<file path="config.mk">
export PLATFORM = sky130hd
export DESIGN_NAME = bin2bcd_seq
export DESIGN_NICKNAME = d
export VERILOG_FILES = /design/src/rtl/bin2bcd_pkg.sv /design/src/rtl/bin2bcd_digit_adj.sv /design/src/rtl/bin2bcd_seq.sv
export SDC_FILE = /design/constraint.sdc
export NUM_CORES = 1
export LEC_CHECK = 0
export BUFFER_PORTS_ARGS = -buffer_cell sky130_fd_sc_hd__buf_2
export CAP_MARGIN = 20
export CELL_PAD_IN_SITES_DETAIL_PLACEMENT = 1
export CELL_PAD_IN_SITES_GLOBAL_PLACEMENT = 1
export CORE_ASPECT_RATIO = 1.4
export CORE_MARGIN = 2
export CORE_UTILIZATION = 30
export DETAILED_ROUTE_END_ITERATION = 8
export PLACE_DENSITY = 0.56
export SETUP_SLACK_MARGIN = 0.15
export SYNTH_ARGS = -nofsm -noshare
export SYNTH_HDL_FRONTEND = slang
export SYNTH_HIERARCHICAL = 1
export SYNTH_SLANG_ARGS = --single-unit
</file>
<file path="constraint.sdc">
create_clock -name clk -period 3 [get_ports clk]
set_clock_uncertainty 0.05 [all_clocks]
set_input_delay 0.3 -clock clk [delete_from_list [all_inputs] [get_ports clk]]
set_output_delay 0.3 -clock clk [all_outputs]
set_load 0.02 [all_outputs]
</file>
<file path="src/rtl/bin2bcd_pkg.sv">
// Shared types and constants for the sequential binary-to-BCD converter.
//   state_t        : converter FSM states (IDLE, SHIFT, DONE)
//   DIGIT_W        : bits per BCD digit
//   ADJ_THRESH     : digit value at or above which the +3 correction applies
//   min_digits()   : decimal digits needed to hold 2^bin_w - 1
package bin2bcd_pkg;

  typedef enum logic [1:0] {
    IDLE  = 2'd0,
    SHIFT = 2'd1,
    DONE  = 2'd2
  } state_t;

  localparam int DIGIT_W = 4;
  localparam logic [DIGIT_W-1:0] ADJ_THRESH = 4'd5;

  // Counts the decimal digits of the largest BIN_W-bit unsigned value.
  function automatic int min_digits(input int bin_w);
    longint unsigned max_val;
    int n;
    max_val = (64'd1 << bin_w) - 64'd1;
    n = 1;
    for (int i = 0; i < 20; i++) begin
      if (max_val >= 64'd10) begin
        max_val = max_val / 64'd10;
        n++;
      end
    end
    return n;
  endfunction

endpackage

</file>
<file path="src/rtl/bin2bcd_digit_adj.sv">
// Double-dabble digit correction: adds 3 to a BCD digit that is 5 or more,
// so that the following left shift carries correctly into the next digit.
//   digit : current 4-bit accumulator digit
//   adj   : corrected digit (4-bit wrap, no carry out)
module bin2bcd_digit_adj
  import bin2bcd_pkg::*;
(
  input  logic [DIGIT_W-1:0] digit,
  output logic [DIGIT_W-1:0] adj
);

  always_comb begin
    // NOTE: default assignment first so every path drives adj and no latch is inferred.
    adj = digit;
    if (digit >= ADJ_THRESH) adj = digit + 4'd3;
  end

endmodule

</file>
<file path="src/rtl/bin2bcd_seq.sv">
// Multi-cycle binary-to-BCD converter (shift-add-3, one bit per enabled cycle).
//   clk, rst      : clock and synchronous active-high reset
//   en            : global enable; low freezes all state and forces in_ready low
//   in_valid/in_ready/binary : input handshake and BIN_W-bit value
//   out_valid/out_ready/bcd  : result handshake and packed BCD (digit 0 in [3:0])
//   busy          : high while a conversion is shifting
//   sign          : result sign, only when BIN2BCD_SIGNED_EN is defined
// Optional feature macro: BIN2BCD_SIGNED_EN (two's complement input, sign port).
module bin2bcd_seq
  import bin2bcd_pkg::*;
#(
  parameter int BIN_W  = 8,
  parameter int DIGITS = 3
) (
  input  logic                      clk,
  input  logic                      rst,
  input  logic                      en,
  input  logic                      in_valid,
  output logic                      in_ready,
  input  logic [BIN_W-1:0]          binary,
  output logic                      out_valid,
  input  logic                      out_ready,
  output logic [DIGIT_W*DIGITS-1:0] bcd,
  output logic                      busy
`ifdef BIN2BCD_SIGNED_EN
  ,
  output logic                      sign
`endif
);

  localparam int ACC_W = DIGIT_W * DIGITS;
  localparam int CNT_W = $clog2(BIN_W + 1);

  if (BIN_W < 4 || BIN_W > 32) begin : g_bad_bin_w
    $fatal(1, "bin2bcd_seq: BIN_W=%0d outside 4..32", BIN_W);
  end
  if (DIGITS < min_digits(BIN_W)) begin : g_bad_digits
    $fatal(1, "bin2bcd_seq: DIGITS=%0d too small for BIN_W=%0d", DIGITS, BIN_W);
  end

  state_t                 state;
  logic [BIN_W-1:0]       sreg;
  logic [ACC_W-1:0]       acc;
  logic [ACC_W-1:0]       acc_adj;
  logic [CNT_W-1:0]       cnt;
  logic [ACC_W+BIN_W-1:0] shifted;
  logic [BIN_W-1:0]       load_val;

  for (genvar d = 0; d < DIGITS; d++) begin : g_adj
    bin2bcd_digit_adj u_adj (
      .digit (acc[d*DIGIT_W +: DIGIT_W]),
      .adj   (acc_adj[d*DIGIT_W +: DIGIT_W])
    );
  end

  // The top accumulator bit falls off the end; it is always 0 because
  // DIGITS is large enough for the full input range.
  assign shifted  = {acc_adj, sreg} << 1;
  assign in_ready = en && (state == IDLE);
  assign busy     = (state == SHIFT);

`ifdef BIN2BCD_SIGNED_EN
  logic load_sign;
  logic sign_q;
  assign load_sign = binary[BIN_W-1];
  // Unsigned reading of the negation also covers -2^(BIN_W-1) -> 2^(BIN_W-1).
  assign load_val  = load_sign ? (~binary + BIN_W'(1)) : binary;
`else
  assign load_val  = binary;
`endif

  always_ff @(posedge clk) begin
    // NOTE: sequential state uses non-blocking assignments so all registers update together.
    if (rst) begin
      state     <= IDLE;
      sreg      <= '0;
      acc       <= '0;
      cnt       <= '0;
      bcd       <= '0;
      out_valid <= 1'b0;
`ifdef BIN2BCD_SIGNED_EN
      sign_q    <= 1'b0;
      sign      <= 1'b0;
`endif
    end else if (en) begin
      case (state)
        IDLE: begin
          if (in_valid) begin
            sreg  <= load_val;
            acc   <= '0;
            cnt   <= CNT_W'(BIN_W);
            state <= SHIFT;
`ifdef BIN2BCD_SIGNED_EN
            sign_q <= load_sign;
`endif
          end
        end
        SHIFT: begin
          {acc, sreg} <= shifted;
          cnt         <= cnt - CNT_W'(1);
          if (cnt == CNT_W'(1)) begin
            bcd       <= shifted[ACC_W+BIN_W-1 -: ACC_W];
            out_valid <= 1'b1;
            state     <= DONE;
`ifdef BIN2BCD_SIGNED_EN
            sign      <= sign_q;
`endif
          end
        end
        DONE: begin
          if (out_ready) begin
            out_valid <= 1'b0;
            state     <= IDLE;
          end
        end
        default: state <= IDLE;
      endcase
    end
  end

endmodule
</file>
==> flow_metrics.py <==
metrics = {
    "critical_path": {
        "arrival_ps": 1670,
        "worst_path_dominant_cell_family": "buffers and inverters",
        "slowest_stage": "dfxtp_1",
        "critical_path_buf_inv_count": 2,
        "startpoint_type": "flip-flop",
        "crit_required_ps": 2650,
        "path_class": "flip-flop to output port",
        "slowest_delay_ps": 600,
        "crit_fanout": 21,
        "path_cells": "nand2b_4 > inv_2 > buf_2",
        "crit_path_end_kind": "output port",
    },
    "cts": {
        "tritoncts": "built",
        "numClockSinks": 39,
        "cts_setup_buffers": 0,
        "htreeDepth": 2,
        "cts_buffer_depth": 2,
        "clk_pin_slew_worst_paths_ps": 80,
        "cts_made_buffers": 5,
        "cts_resized": 0,
        "holdBufCountCts": 0,
        "worstSkewPairLatency_ps": 290,
        "cts-root-buf": "clkbuf_8",
    },
    "sta": {
        "rsz0062_at_grt": "no",
        "fin_crit_sh_pct": 67.2,
        "finalSetupTns_ps": 0,
        "hold_violations": 0,
        "fmax_ghz": 0.496,
        "setup_viol": 0,
        "worst_pin_slew_ps": 778,
        "slew_viol_final": 0,
        "period_needed_ps": 2020,
        "setup_slack_ps": 984,
        "slew_headroom_pct": 48.2,
    },
    "synth": {
        "synth_warnings": 6,
        "syn_area_mm2": 0.00199,
        "avgSynthCellArea_um2": 8.05,
        "synth_cells": 247,
        "synth_fp_nets": 268,
    },
    "global_routing": {
        "grt_use_met3_pct": 2.81,
        "antenna_found_initial": 0,
        "grt_max_degree": 40,
        "grt_pass1_vias": 1789,
        "grt_util_met1_pct": 20.2,
        "grt_pass1_wl_um": 9190,
        "overflow": 0,
        "grt_util_all_layers_pct": 16.2,
        "busiest_layer": "met2",
        "grtUsageMet2_pct": 27.8,
    },
    "cells_and_area": {
        "fillCellCount": 821,
        "layout_common_cells": "dfxtp_1 (39), a21oi_1 (35), o21ai_0 (29)",
        "synthToLayoutAreaGrowth_pct": 10.6,
        "antenna_cells": 0,
        "mostFrequentLayoutCell": "dfxtp_1",
        "nets": 283,
        "drive_gt1_share_pct": 17.2,
    },
    "power_and_ir_drop": {
        "power.internal_uw": 749,
        "p_comb_share_pct": 12.0,
        "leakage_uw": 0.000840,
        "switching_share_pct": 28.1,
        "p_sw_uw": 292,
        "power_density_mw_per_mm2": 473,
        "irDropWorstVdd_mv": 0.194,
        "power_frac_seq_pct": 52.6,
        "clkPwrFrac_pct": 35.4,
    },
    "drt": {
        "dr.pass1.iters": 4,
        "drc": 0,
        "drtIter0Drc": 71,
        "wire_per_inst_um": 16.1,
        "num_vias": 1793,
        "routed_via_density": 5.34,
        "ant_nets": 0,
        "drt_wl_total_um": 5410,
    },
    "die": {
        "dieHeight_um": 100,
        "die-area_mm2": 0.00731,
        "ios": 28,
        "die_x_um": 72.8,
        "initial_utilization_pct": 30.7,
        "core_area_mm2": 0.00648,
        "row_count": 35,
    },
    "run": {
        "drv_cap": 0,
    },
    "placement": {
        "place.gp.congestion": 0.728,
        "io_buffer_count": 27,
        "dpl_worst_slack_ps": 1140,
        "hpwl_um": 3660,
    },
    "run_status": {
        "status": "completed",
    },
    "min_path": {
        "hold_path_class": "input pin to flip-flop",
    },
}
## worst register-to-register path: stages, from the launching register on
cell      delay (ps)
dfxtp_1          360
nand2b_1         500
or4_1            630
a211oi_1         220
## flip-flops by register name (all words and copies together) (netlist names)
register	cells
bcd	12
cnt	4
acc	12
sreg	8
state	2
out_valid	1
## final timing paths
path | end | cells after the start | slack (ps) | from
worst min-delay path | sreg[0] | 3 | 190 | binary[0]
worst max register to register | cnt[2] | 3 | 1150 | state[1]
worst max-delay path | busy | 3 | 980 | state[0]
worst min register to register | bcd[6] | 2 | 430 | bcd[6]
## stage by stage
| step | cells | util, % | hold slack (ps) | total power [uW] | instance area [um^2] |
|---|---|---|---|---|---|
| after detailed placement | 329 | 32.6 | 416 | 687 | 2110 |
| after CTS | 336 | 34.0 | 188 | 1060 | 2200 |
| after global placement | 329 | 32.6 | 415 | 685 | 2110 |
| after floorplan | 247 | - | 386 | 655 | 1990 |
| after global routing | 336 | 34.0 | 201 | 1090 | 2200 |
| final | 336 | 34.0 | 192 | 1040 | 2200 |
## cell type report
| type | count | area [um^2] | share of cell area, % |
|---|---|---|---|
| clock buffer | 6 | 82.6 | 3.75 |
| clock inverter | 1 | 5.00 | 0.227 |
| inverter | 11 | 41.3 | 1.88 |
| multi-input combinational | 177 | 1060 | 48.0 |
| sequential | 39 | 781 | 35.5 |
| tap | 74 | 92.6 | 4.21 |
| timing repair buffer | 28 | 143 | 6.48 |
## metal layers
| metal | vias up | share of wire [%] |
|---|---|---|
| li1 | 904 | - |
| met1 | 858 | 45 |
| met2 | 26 | 50 |
| met3 | 5 | 2.8 |
| met4 | 0 | 1.4 |
| met5 | - | 0 |
## power groups by stage
stage          Combinational (uW)  Sequential (uW)  Clock [uW]
2_1_floorplan                 102              553           0
4_1_cts                       128              548         387
3_5_place_dp                  127              560           0
5_1_grt                       142              551         401
3_3_place_gp                  126              559           0
6_report                      125              547         369
Power figures use the tool's default switching activity.
